--- src/rtl/traffic_pkg.sv ---
// Shared definitions for the traffic interval timer slice.
// Contents: default widths, durations and prescaler values, the run-phase
// enum and a helper that classifies the current cycle from run and run_q.
package traffic_pkg;

  localparam int unsigned CNT_W_DEF    = 8;
  localparam int unsigned DUR_A_DEF    = 30;
  localparam int unsigned DUR_B_DEF    = 20;
  localparam int unsigned TICK_DIV_DEF = 100000000;
  localparam int unsigned TICK_DIV_SIM = 4;

  typedef enum logic [1:0] {
    PH_IDLE  = 2'd0,
    PH_START = 2'd1,
    PH_RUN   = 2'd2
  } phase_e;

  // A start cycle is the first cycle of run high; run low is always idle.
  function automatic phase_e phase_of(input logic run, input logic run_q);
    if (!run)       return PH_IDLE;
    else if (!run_q) return PH_START;
    else            return PH_RUN;
  endfunction

endpackage

--- src/rtl/traffic_interval_timer_if.sv ---
// Controller <-> interval timer bundle.
// Signals: run (run request), dur_a/dur_b (durations in seconds),
// timer_a/timer_b (expiry flags), and with TIMER_REMAIN_EN defined
// remain_a/remain_b (seconds left, for the countdown display).
// Modports: master = controller side, slave = timer side.
interface traffic_interval_timer_if #(
  parameter int unsigned CNT_W = traffic_pkg::CNT_W_DEF
);
  logic             run;
  logic [CNT_W-1:0] dur_a;
  logic [CNT_W-1:0] dur_b;
  logic             timer_a;
  logic             timer_b;
`ifdef TIMER_REMAIN_EN
  logic [CNT_W-1:0] remain_a;
  logic [CNT_W-1:0] remain_b;

  modport master (output run, dur_a, dur_b, input timer_a, timer_b, remain_a, remain_b);
  modport slave  (input run, dur_a, dur_b, output timer_a, timer_b, remain_a, remain_b);
`else
  modport master (output run, dur_a, dur_b, input timer_a, timer_b);
  modport slave  (input run, dur_a, dur_b, output timer_a, timer_b);
`endif
endinterface

--- src/rtl/traffic_tick_gen.sv ---
// One-second prescaler: counts clk cycles and pulses tick for one cycle on
// the terminal count TICK_DIV-1. clr synchronously returns the count to 0
// and suppresses the tick.
// Ports: clk, reset_n (async active-low), clr, tick.
module traffic_tick_gen #(
  parameter int unsigned TICK_DIV = traffic_pkg::TICK_DIV_DEF
) (
  input  logic clk,
  input  logic reset_n,
  input  logic clr,
  output logic tick
);
  localparam int unsigned      DIV_W = (TICK_DIV > 1) ? $clog2(TICK_DIV) : 1;
  localparam logic [DIV_W-1:0] TERM  = DIV_W'(TICK_DIV - 1);

  logic [DIV_W-1:0] div_cnt_q, div_cnt_d;

  always_comb begin
    div_cnt_d = div_cnt_q;
    tick      = 1'b0;
    if (clr) begin
      div_cnt_d = '0;
    end else if (div_cnt_q == TERM) begin
      div_cnt_d = '0;
      tick      = 1'b1;
    end else begin
      div_cnt_d = div_cnt_q + DIV_W'(1);
    end
  end

  always_ff @(posedge clk or negedge reset_n) begin
    if (!reset_n) div_cnt_q <= '0;
    else          div_cnt_q <= div_cnt_d;
  end
endmodule

--- src/rtl/traffic_interval_timer.sv ---
// Interval timer for the two-road traffic-light controller. Counts elapsed
// seconds while run is high, with durations latched on the run rising edge,
// and flags expiry of the road-A and road-B green phases.
// Ports: clk, reset_n (async active-low), bus (slave side of
// traffic_interval_timer_if: run, dur_a, dur_b in; timer_a, timer_b out).
// Optional macro TIMER_REMAIN_EN adds remain_a/remain_b countdown outputs.
module traffic_interval_timer
  import traffic_pkg::*;
#(
  parameter int unsigned TICK_DIV = TICK_DIV_DEF,
  parameter int unsigned CNT_W    = CNT_W_DEF
) (
  input  logic                      clk,
  input  logic                      reset_n,
  traffic_interval_timer_if.slave   bus
);
  logic             run_q, run_d;
  logic [CNT_W-1:0] sec_cnt_q, sec_cnt_d;
  logic [CNT_W-1:0] dur_a_q, dur_a_d;
  logic [CNT_W-1:0] dur_b_q, dur_b_d;
  phase_e           phase;
  logic             tick;

  assign phase = phase_of(bus.run, run_q);

  traffic_tick_gen #(.TICK_DIV(TICK_DIV)) u_tick (
    .clk     (clk),
    .reset_n (reset_n),
    .clr     (phase != PH_RUN),
    .tick    (tick)
  );

  always_comb begin
    run_d     = run_q;
    sec_cnt_d = sec_cnt_q;
    dur_a_d   = dur_a_q;
    dur_b_d   = dur_b_q;
    case (phase)
      PH_START: begin
        run_d     = 1'b1;
        sec_cnt_d = '0;
        dur_a_d   = bus.dur_a;
        dur_b_d   = bus.dur_b;
      end
      PH_RUN: begin
        if (tick && (sec_cnt_q != '1)) sec_cnt_d = sec_cnt_q + CNT_W'(1);
      end
      default: begin
        run_d     = 1'b0;
        sec_cnt_d = '0;
      end
    endcase
  end

  always_ff @(posedge clk or negedge reset_n) begin
    if (!reset_n) begin
      run_q     <= 1'b0;
      sec_cnt_q <= '0;
      dur_a_q   <= '0;
      dur_b_q   <= '0;
    end else begin
      run_q     <= run_d;
      sec_cnt_q <= sec_cnt_d;
      dur_a_q   <= dur_a_d;
      dur_b_q   <= dur_b_d;
    end
  end

  // Gating with run_q keeps the flags low in the start cycle, so a stale
  // count from the previous phase cannot expire the new one.
  always_comb begin
    bus.timer_a = run_q && (sec_cnt_q >= dur_a_q);
    bus.timer_b = run_q && (sec_cnt_q >= dur_b_q);
  end

`ifdef TIMER_REMAIN_EN
  always_comb begin
    bus.remain_a = (run_q && (dur_a_q > sec_cnt_q)) ? (dur_a_q - sec_cnt_q) : '0;
    bus.remain_b = (run_q && (dur_b_q > sec_cnt_q)) ? (dur_b_q - sec_cnt_q) : '0;
  end
`endif
endmodule
--- src/flat_wrapper.sv ---
// flat-port wrapper written by rule: the top's interface ports become plain ports
module traffic_interval_timer_flat import traffic_pkg::*;
#(
  parameter int unsigned TICK_DIV = TICK_DIV_DEF,
  parameter int unsigned CNT_W    = CNT_W_DEF
)
  (clk, reset_n, bus_run, bus_dur_a, bus_dur_b, bus_timer_a, bus_timer_b);
  traffic_interval_timer_if #(.CNT_W(CNT_W)) bus_i ();
  input  logic clk;
  input  logic reset_n;
  input wire logic [$bits(bus_i.run)-1:0] bus_run;
  input wire logic [$bits(bus_i.dur_a)-1:0] bus_dur_a;
  input wire logic [$bits(bus_i.dur_b)-1:0] bus_dur_b;
  output wire logic [$bits(bus_i.timer_a)-1:0] bus_timer_a;
  output wire logic [$bits(bus_i.timer_b)-1:0] bus_timer_b;
  assign bus_i.run = bus_run;
  assign bus_i.dur_a = bus_dur_a;
  assign bus_i.dur_b = bus_dur_b;
  assign bus_timer_a = bus_i.timer_a;
  assign bus_timer_b = bus_i.timer_b;
  traffic_interval_timer #(.TICK_DIV(TICK_DIV), .CNT_W(CNT_W)) u_core (.clk(clk), .reset_n(reset_n), .bus(bus_i));
endmodule
--- config.mk ---
export PLATFORM = sky130hd
export DESIGN_NAME = traffic_interval_timer_flat
export DESIGN_NICKNAME = d
export VERILOG_FILES = /design/src/rtl/traffic_pkg.sv /design/src/rtl/traffic_interval_timer_if.sv /design/src/rtl/traffic_tick_gen.sv /design/src/rtl/traffic_interval_timer.sv /design/src/flat_wrapper.sv
export SDC_FILE = /design/constraint.sdc
export NUM_CORES = 1
export LEC_CHECK = 0
export BUFFER_PORTS_ARGS = -buffer_cell sky130_fd_sc_hd__buf_4
export CELL_PAD_IN_SITES_DETAIL_PLACEMENT = 1
export CELL_PAD_IN_SITES_GLOBAL_PLACEMENT = 1
export CORE_ASPECT_RATIO = 0.5
export CORE_MARGIN = 1
export CORE_UTILIZATION = 50
export DETAILED_ROUTE_END_ITERATION = 16
export GPL_ROUTABILITY_DRIVEN = 0
export HOLD_SLACK_MARGIN = 0.12
export PLACE_DENSITY = 0.89
export SLEW_MARGIN = 20
export SYNTH_ARGS = -nofsm -noshare
export SYNTH_HDL_FRONTEND = slang
export SYNTH_SLANG_ARGS = --single-unit
--- constraint.sdc ---
create_clock -name clk -period 4.1 [get_ports clk]
set_input_delay 0.615 -clock clk [delete_from_list [all_inputs] [get_ports clk]]
set_output_delay 0.615 -clock clk [all_outputs]
set_load 0.02 [all_outputs]
==> impl_results.md, run 1 <==
- Worst setup skew after layout: 0.0117 ns
- Met2 Use GR: between 40% and 50%
- Area of the multi-input gates: 1360 µm²
- Largest net degree at the start of global routing: 53
- Vias per cell: 5.65
- Leading cell type in the layout, fill and taps excluded: dfrtp_1
- RSZ-0062 raised after global routing: no
- Met3 GRT Util: 5.24%
- GR Util met1: 31.3%
- Vias: between 2000 and 2500
- Htree depth: 2
- Synthesized instance count: 293
- Clock latency on the worst-skew pair: 0.30 ns
- Crit Path Class: flop to flop
- Total iterations of the first detailed-routing run: 4
- Initial Util: 54.1%
- Sum Neg Setup Slack: 0 ns
- Post-synth EDFFs: 0
- Synth Net Count: between 300 and 400
- Worst Setup Start Kind: flop
- Nets@finish: ~350
- Synthesized area per cell: roughly 9.4 µm²
- Global-route wire length before repair: ~11000 µm
- Gr ovfl total: 0
- Clk buf depth: 2
- Slew Limit Fails: 0
- DRC viols: 0
- P_leak: 1.34 nW
- # diodes: 0
- Req. time, crit path: 4.25 ns
- PortBufs: 20
- Post-synth top flop: dfrtp_1
- Flops & latches, synth: 52
- Reg clk slew, reported paths: 0.09 ns
- TritonCTS Buffers: 5
- Area growth from synthesis to layout: 11.3%
- Core box area: 5110 µm²
- Finished Core Util: 60.2%
- Syn. warnings: 0
- Seq. cell area: ~1300 µm²
- Critical path arrival: ~2.8 ns
- Most frequent cells in the layout: dfrtp_1 (52), nor2_1 (34), nand2_1 (34), o21ai_0 (21), buf_4 (20)
- CTS tree: done
- Wirelength per Cell: 16.8 µm
- Worst hold path type: input port to async pin
- Antenna violations before repair: 0
- Vias in the first global route: roughly 2200
- Finish-stage setup viols: 0
- Asr flop ratio synth: 100%
- PostCTS Resize Cnt: 0
- Worst vdd ir: 0.149 mV
- Cell Area, Synth: approximately 2800 µm²
- Ranking of synthesized cells by area: dfrtp_1 (47%), ha_1 (8.1%), nand2_1 (4.6%)
- Num Clock Sinks: 52
- Routed Antenna Nets: 0
- Die footprint: ~5800 µm²
- Post-layout min period: 2.63 ns
- Fillers: between 500 and 600
- Die H: 54.6 µm
- Gr busiest metal: met2
- Total Routing Usage GR: 24.3%
- Worst setup EP type: flop
- Detailed Route Iter0 Violations: 77
- Pwr per Cell Area: 321 nW/µm²
- Max-cap violations: 0
- # rows: 18
- Sequential share of the synthesized area: a little under half
- Dpl ws: approximately 1.6 ns
- Fraction of layout cells with a size suffix above 1: 11.2%
- Die width: 107 µm
- Slew @ Worst Pin: 1.04 ns
- Endpoints failing hold: 0
- Final worst slack: 1.47 ns
- # IOs: 21
- Hold_buf cts: 0
- Post-synth cell types: 37
- Slew HR: 29.9%
- Fmax: 381 MHz
- Worst-path fanout max: 25
- Status: completed
- DPL Wire Length: approximately 4500 µm
- Post-CTS Setup Bufs: 0
- Final wirelength: between 6000 and 7000 µm
- Yosys top cell area share: 47.1%
- Fin crit share: 64.1%
- Clk root buf: clkbuf_8
- Area leader, netlist: dfrtp_1
[stage by stage]
step / power, mW / hold WS (ns) / area (µm²) / cells
floorplan: 0.603 / 0.319 / 2760 / 293
global placement: 0.637 / 0.475 / 2960 / 375
detailed placement: 0.647 / 0.490 / 2960 / 375
CTS: 0.998 / 0.362 / 3070 / 383
global route: 1.03 / 0.392 / 3080 / 383
finish: 0.988 / 0.342 / 3080 / 383
[per-layer routing]
metal,vias to the layer above,wire length (µm)
met2,33,3170
met4,0,70
met1,1073,2980
met5,-,0
li1,1047,-
met3,10,217
[cell families (layout without fill, tap and decap cells)]
kind of cell | Yosys count | in the layout | synth area share (%)
AO/OA/AOI/OAI | 43 | 43 | 9.19
adder cells (fa/ha/maj) | 18 | 18 | 8.15
XOR/XNOR | 23 | 23 | 7.29
multiplexers | 3 | 3 | 1.18
flip-flops | 52 | 52 | 47.1
buffers and inverters | 27 | 47 | 4.12
AND/OR/NAND/NOR | 127 | 127 | 23.0
[power by group]
| part | total, mW | leakage [nW] | switching (mW) | internal, mW |
|---|---|---|---|---|
| Sequential | 0.542 | 0.695 | 0.00830 | 0.534 |
| Combinational | 0.0941 | 0.588 | 0.0552 | 0.0389 |
| Clock | 0.351 | 0.0552 | 0.170 | 0.182 |
[final cells by class]
type	instances	share of cell area, %
inverter	19	2.32
clock buffer	6	2.36
timing repair buffer	20	4.88
sequential	52	42.3
tap	70	2.85
multi-input combinational	214	44.1
clock inverter	2	1.14
[path summary, 6_finish.rpt]
check	start	to	slack, ns	depth (start not counted)
worst max-delay path	u_core.u_tick.div_cnt_q[17]$_DFF_PN0_	u_core.u_tick.div_cnt_q[17]$_DFF_PN0_	1.47	5
worst min register to register	u_core.u_tick.div_cnt_q[0]$_DFF_PN0_	u_core.u_tick.div_cnt_q[0]$_DFF_PN0_	0.51	1
worst max register to register	u_core.u_tick.div_cnt_q[17]$_DFF_PN0_	u_core.u_tick.div_cnt_q[17]$_DFF_PN0_	1.47	5
min in group clk	bus_run	u_core.run_q$_DFFE_PN0N_	0.43	1
max in group asynchronous	reset_n	u_core.u_tick.div_cnt_q[4]$_DFF_PN0_	3.29	1
worst min-delay path	reset_n	u_core.u_tick.div_cnt_q[22]$_DFF_PN0_	0.34	1
[flip-flops by register name, indices dropped and copies added (netlist names)]
register                 flops
u_core.dur_a_q               8
u_core.dur_b_q               8
u_core.run_q                 1
u_core.sec_cnt_q             8
u_core.u_tick.div_cnt_q     27
[critical path: stages (launching register included)]
cell     delay, ns
dfrtp_1       0.47
nor4b_1       0.40
nand3_1       0.18
or4_4         0.65
nand2_1       0.64
nor2_1        0.13
[cells in the mapped netlist, drive strengths merged (2+ instances only)]
master / number
dfrtp: 52
nand2: 34
nor2: 34
o21ai: 21
inv: 19
ha: 18
xor2: 14
nand3: 13
xnor2: 9
a21oi: 8
nand4: 8
and3: 7
nor4: 7
clkbuf: 6
or3: 5
a21o: 4
nor3: 4
a211oi: 3
nand2b: 3
nor2b: 3
or4: 3
buf: 2
mux2: 2
nor4b: 2
o2111ai: 2
o211ai: 2
o31ai: 2
Note: power is estimated with default switching activity, not from simulation.
==> run 2: changes to the inputs <==
Settings changed: CORE_UTILIZATION 50 to 42, PLACE_DENSITY 0.89 to 0.81.
Clock period 4.1 ns to 2.4 ns, I/O delays scaled along.
==> run 2 against run 1 <==
Wire length increased by 2.9%. First-iteration DRC count increased by 44%. Setup slack got worse by 1.4 ns. Utilization decreased by 7.6 points. Via count increased by 2.1%. Sequential power increased by 71%. Die area increased by 18%. Combinational power increased by 72%. Final area increased by 6.0%. Sequential share of layout area decreased by 2.3 points. Cell count increased by 7.0%. Count of clock-buffer cells in the layout unchanged. Critical path type unchanged.
==> impl_results.md, run 2 (synthesis results as in run 1) <==
- Crit path buf inv count: 0
- Worst vdd ir: 0.239 mV
- Max FFs per register: 27
- CP Cell Sequence: nor4bb_2, nand3_1, or4_4, or4_1, a21oi_2
- Clk network pwr share: 43.9%
- Die width: 117 µm
- Vias: about 2200
- Largest net degree at the start of global routing: 53
- Cell internal pwr: approximately 1.5 mW
- Most frequent cells in the layout: dfrtp_1 (50), nor2_1 (34), nand2_1 (34), buf_4 (28), o21ai_0 (21)
- Worst hold slack: 0.0975 ns
- Slowest-stage cell, CP: or4_4
- Clk buf depth: 2
- Worst hold path type: input port to async pin
- Status: completed
- PortBufs: 20
- Die footprint: 6930 µm²
- Num Clock Sinks: 52
- P_leak: 1.42 nW
- Post-layout min period: 2.30 ns
- Critical path arrival: 2.52 ns
- # rows: 20
- Gr ovfl total: 0
- Finish-stage setup viols: 0
- Global-route wire length before repair: 11200 µm
- DRC viols: 0
- Nets@finish: 358
- Vias in the first global route: 2356
- Clock latency on the worst-skew pair: 0.29 ns
- Antenna violations before repair: 0
- Fmax: 436 MHz
- Total iterations of the first detailed-routing run: 4
- Die H: 59.4 µm
- Pwr per Cell Area: 595 nW/µm²
- Wirelength per Cell: 16.2 µm
- Worst-path fanout max: 12
- Endpoints failing hold: 0
- Final wirelength: 6630 µm
- Worst setup skew after layout: 0.00902 ns
- Detailed Route Iter0 Violations: 111
- DPL Wire Length: 4630 µm
- Vias per cell: about 5.4
- Initial Util: 44.5%
- Max-cap violations: 0
- Total Power: 1.94 mW
- Worst setup EP type: flop
- Req. time, crit path: 2.62 ns
- Total Routing Usage GR: 21.1%
- Htree depth: 2
- Leading cell type in the layout, fill and taps excluded: dfrtp_1
- Comb pwr share: ~8.4%
- Fraction of layout cells with a size suffix above 1: between 15 and 20%
- Clk root buf: clkbuf_16
- CTS tree: done
- Sequential Power Share: 47.8%
- Core box area: 6210 µm²
- Worst Setup Start Kind: flop
- Fin crit share: 95.6%
- Crit Path Class: flop to flop
- # IOs: 21
- Area growth from synthesis to layout: 18.0%
- Cell family with most CP delay: simple AND/OR/NAND/NOR gates
- CP peak stage delay: between 0.6 and 0.7 ns
- TritonCTS Buffers: 5
- Routed Antenna Nets: 0
- Sw Ratio: between 20% and 30%
- NetSw: about 430 µW
- Biggest register: u_core.u_tick.div_cnt_q
- # diodes: 0
- Reg clk slew, reported paths: 0.07 ns
- Slew HR: between 50% and 60%
- Slew @ Worst Pin: about 0.7 ns
- Slew Limit Fails: 0
[run 2: changes by cell type in the layout (fill, tap and decap cells not counted), moves of 2 or more]
cell,change
buf_4,+8
clkbuf_16,+5
clkbuf_8,-4
dfrtp_1,-2
dfrtp_2,+2
[run 2: layout make-up]
class                           count  area (µm²)
Inverter                           19        71.3
Fill cell                         724        2950
Multi-Input combinational cell    214        1370
Clock inverter                      2        38.8
Sequential cell                    52        1300
Tap cell                           88         110
Clock buffer                        6         139
Timing Repair Buffer               29         230
[run 2: timing repair]
| item | 4_1_cts | 5_1_grt |
|---|---|---|
| endpoints found under the setup margin | 0 | 4 |
| buffers inserted | 0 | 1 |
| hold buffers | 0 | 0 |
| resized for setup | 0 | 5 |
[run 2: final timing paths]
| kind | startpoint | to | slack [ns] | cells past startpoint |
|---|---|---|---|---|
| setup / recovery | u_core.u_tick.div_cnt_q[19]$_DFF_PN0_ | u_core.sec_cnt_q[3]$_DFFE_PN0P_ | 0.10 | 5 |
| hold / removal | reset_n | u_core.u_tick.div_cnt_q[13]$_DFF_PN0_ | 0.1 | 1 |
| max in group asynchronous | reset_n | u_core.u_tick.div_cnt_q[18]$_DFF_PN0_ | 1.80 | 1 |
| setup reg to reg | u_core.u_tick.div_cnt_q[19]$_DFF_PN0_ | u_core.sec_cnt_q[3]$_DFFE_PN0P_ | 0.10 | 5 |
| hold reg to reg | u_core.u_tick.div_cnt_q[0]$_DFF_PN0_ | u_core.u_tick.div_cnt_q[0]$_DFF_PN0_ | 0.51 | 1 |
| min in group clk | bus_run | u_core.run_q$_DFFE_PN0N_ | 0.19 | 1 |
[run 2: metal layers]
metal	GRT usage [%]	up-vias	part of all wire [%]
li1	-	1071	-
met5	0	-	0
met1	25.8	1101	46
met3	4.09	5	2.7
met4	4.34	0	0.60
met2	39.2	31	51
[run 2: power groups by stage]
stage                     registers [mW]  logic, mW  clock network, mW
after global placement             0.943      0.153                  0
after global routing               0.932      0.188              0.893
after detailed placement           0.945      0.165                  0
final                              0.927      0.162              0.851
after floorplan                    0.940     0.0899                  0
after CTS                          0.928      0.166              0.860
[run 2: per-stage QoR]
stage	setup WS [ns]	instances	utilization, %	setup TNS [ns]	area, µm²
6_report	0.105	410	52.5	0	3260
5_1_grt	-0.00952	410	52.5	-0.00952	3260
4_1_cts	0.0446	409	52.1	0	3230
3_5_place_dp	0.127	401	49.3	0	3060
3_3_place_gp	0.166	401	49.3	0	3060
2_1_floorplan	0.272	293	-	0	2760
==> run 3: changes to the inputs <==
Settings changed: ABC_AREA set to 1, CORE_UTILIZATION 42 to 40, PLACE_DENSITY 0.81 to 0.8.
==> run 3 against run 2 <==
Clock power is essentially flat. Worst hold slack gained 0.0011 ns. Total power is essentially flat. Sequential share of layout area shrank 3.9 points. Register-to-register slack gained 0.37 ns. Count of clock-buffer cells in the layout is the same. Synthesized cell count grew 46%. Synthesized area grew 15%. Sequential cell count is the same. Critical path type is now flop to output pin. Critical endpoint is now bus_timer_b. Highest routed layer unchanged.
==> impl_results.md, run 3 <==
- Crit Path Class: flop to output pin
- R2R depth: 8
- Compound-Gate Fraction of Synth Area: 4.26%
- RSZ-0062 raised after global routing: no
- Slew @ Worst Pin: 0.686 ns
- Slew Limit Fails: 0
- Sequential share of the synthesized area: about two fifths
- Num Clock Sinks: 52
- Global-route wire length before repair: 14700 µm
- R2R Path Start: u_core.u_tick.div_cnt_q[0]$_DFF_PN0_
- Most repeated cell in the gate-level netlist after synthesis: nor2_1
- Antenna violations before repair: 0
- Largest family of logic cells by synthesized area: simple AND/OR/NAND/NOR gates
- Worst setup EP type: output pin
- Nets@finish: between 400 and 500
- Detailed Route Iter0 Violations: approximately 150
- Core box area: 7490 µm²
- Worst Setup Start Kind: flop
- Post-synth cell types: 28
- Pwr per Cell Area: 538 nW/µm²
- Final worst slack: about 0.22 ns
- Max FFs per register: 27
- Clk root buf: clkbuf_16
- Flops & latches, synth: 52
- Max-cap violations: 0
- Synth Net Count: between 400 and 500
- Vias: 2799
- Top post-synthesis cells by count: nor2_1 (96), nand2_1 (93), dfrtp_1 (52), inv_1 (49), nand3_1 (32)
- TritonCTS Buffers: 5
- DP Cell Count: roughly 550
- Endpoints failing hold: 0
- # diodes: 0
- Final wirelength: 8420 µm
- Post-synth top flop: dfrtp_1
- # IOs: 21
- Die footprint: 8310 µm²
- Wirelength per Cell: 15.0 µm
- Gr ovfl total: 0
- Finish-stage setup viols: 0
- DPL Wire Length: 6260 µm
- Slew HR: 54.3%
- Req. time, crit path: ~2.0 ns
- Largest net degree at the start of global routing: 53
- Worst-path fanout max: 8
- CTS tree: done
- Asr flop ratio synth: 100%
- Final Non-Filler Cells: 560
- Xor and xnor fraction of the mapped netlist area: approximately 4.4%
- Worst vdd ir: 0.316 mV
- PostCTS Resize Cnt: 0
- Htree depth: 2
- Ranking of synthesized cells by area: dfrtp_1 (41%), nor2_1 (11%), nand2_1 (11%)
- Hold_buf cts: 0
- Die H: ~65 µm
- Vias in the first global route: approximately 3000
- Synthesized area per cell: 7.40 µm²
- Area leader, netlist: dfrtp_1
- Vias per cell: 5.00
- Synthesized instance count: approximately 430
- Routed Antenna Nets: 0
- Clock latency on the worst-skew pair: 0.30 ns
- Fmax: 459 MHz
- Simple-Gate Fraction of Synth Area: 35.0%
- Syn. warnings: 0
- Biggest register: u_core.u_tick.div_cnt_q
- Area growth from synthesis to layout: 13.7%
- Worst hold slack: between 0.09 and 0.1 ns
- Total Routing Usage GR: 23.4%
- Post-layout min period: 2.18 ns
- PortBufs: 20
- Fraction of layout cells with a size suffix above 1: 10.2%
- Reg-to-reg endpoint: u_core.sec_cnt_q[7]$_DFFE_PN0P_
- Crit path launch: u_core.sec_cnt_q[5]$_DFFE_PN0P_
- Finished Core Util: about half
- Yosys top cell area share: 41.0%
- Cell Area, Synth: 3170 µm²
- Flop2flop setup slack: 0.47 ns
- Fin crit share: 90.9%
- Synth Area in Adders: 7.10%
- Clk buf depth: 2
- Reg clk slew, reported paths: 0.07 ns
- Worst hold path type: input port to async pin
- Post-synthesis mux area share: 0.710%
- Most frequent cells in the layout: nor2_1 (96), nand2_1 (93), dfrtp_1 (52), inv_1 (49), nand3_1 (32)
- Total iterations of the first detailed-routing run: 4
- Initial Util: 42.4%
- Critical path arrival: 1.82 ns
- # rows: 22
- DRC viols: 0
- Leading cell type in the layout, fill and taps excluded: nor2_1
- Status: completed
- Post-CTS Setup Bufs: 0
- Die width: between 100 and 150 µm
- Worst setup skew after layout: 0.0118 ns
- Sum Neg Setup Slack: 0 ns
- Post-synth EDFFs: 0
- Dpl ws: 0.484 ns
- P_leak: 1.70 nW
==> run 3: changes by cell type in the layout (fill, tap and decap cells not counted), sizes merged, moves of 6 or more <==
cell,change
a21oi,+13
and3,-7
buf,-6
inv,+33
nand2,+63
nand3,+21
nand4,+9
nor2,+66
nor4,-7
o21ai,-18
==> run 3: power by group <==
part	switching [mW]	internal, mW
clock network	0.353	0.498
registers	0.0155	0.912
logic	0.0996	0.0620
==> run 3: kinds of logic after synthesis <==
| group | Yosys count |
|---|---|
| flops | 52 |
| buf+inv | 60 |
| compound gates | 26 |
| fa+ha+maj | 18 |
| simple gates | 255 |
| mux | 2 |
| xor+xnor | 16 |
==> run 3: metrics by stage <==
stage	power [mW]	cell area (µm²)
5_1_grt	2.02	3610
2_1_floorplan	1.03	3170
3_5_place_dp	1.11	3440
4_1_cts	1.96	3610
6_report	1.94	3610
3_3_place_gp	1.10	3440
==> run 3: layout make-up <==
| type | count | area, µm² |
|---|---|---|
| fillers | 980 | 3880 |
| multi-input cells | 317 | 1630 |
| flip-flops and latches | 52 | 1300 |
| inverters | 52 | 198 |
| repair buffers | 23 | 173 |
| well taps | 108 | 135 |
| clock buffers | 6 | 129 |
| clock inverters | 2 | 38.8 |
==> run 3: how the worst max path moves through the flow <==
stage,end,slack (ns),depth (start not counted)
2_1_floorplan,bus_timer_a,0.80,7
3_3_place_gp,u_core.sec_cnt_q[2]$_DFFE_PN0P_,0.56,8
3_5_place_dp,u_core.sec_cnt_q[7]$_DFFE_PN0P_,0.48,8
4_1_cts,bus_timer_b,0.21,8
5_1_grt,bus_timer_b,0.07,8
6_report,bus_timer_b,0.22,8
==> run 3: critical path: stages, from the launching register on <==
cell     delay (ns)
dfrtp_1        0.49
ha_1           0.34
a21oi_1        0.18
nor2_1         0.06
nor2_1         0.09
nand4_1        0.11
nand2_1        0.07
inv_1          0.04
buf_4          0.14
==> run 3: routing by layer <==
metal  up-vias  routed length [µm]  part of all wire (%)  GRT usage, %
li1       1401                   -                     -             -
met1      1348                3930                    47          29.0
met2        36                4060                    48          41.8
met3        14                 305                   3.6          4.21
met4         0                 119                   1.4          6.91
met5         -                   0                     0             0
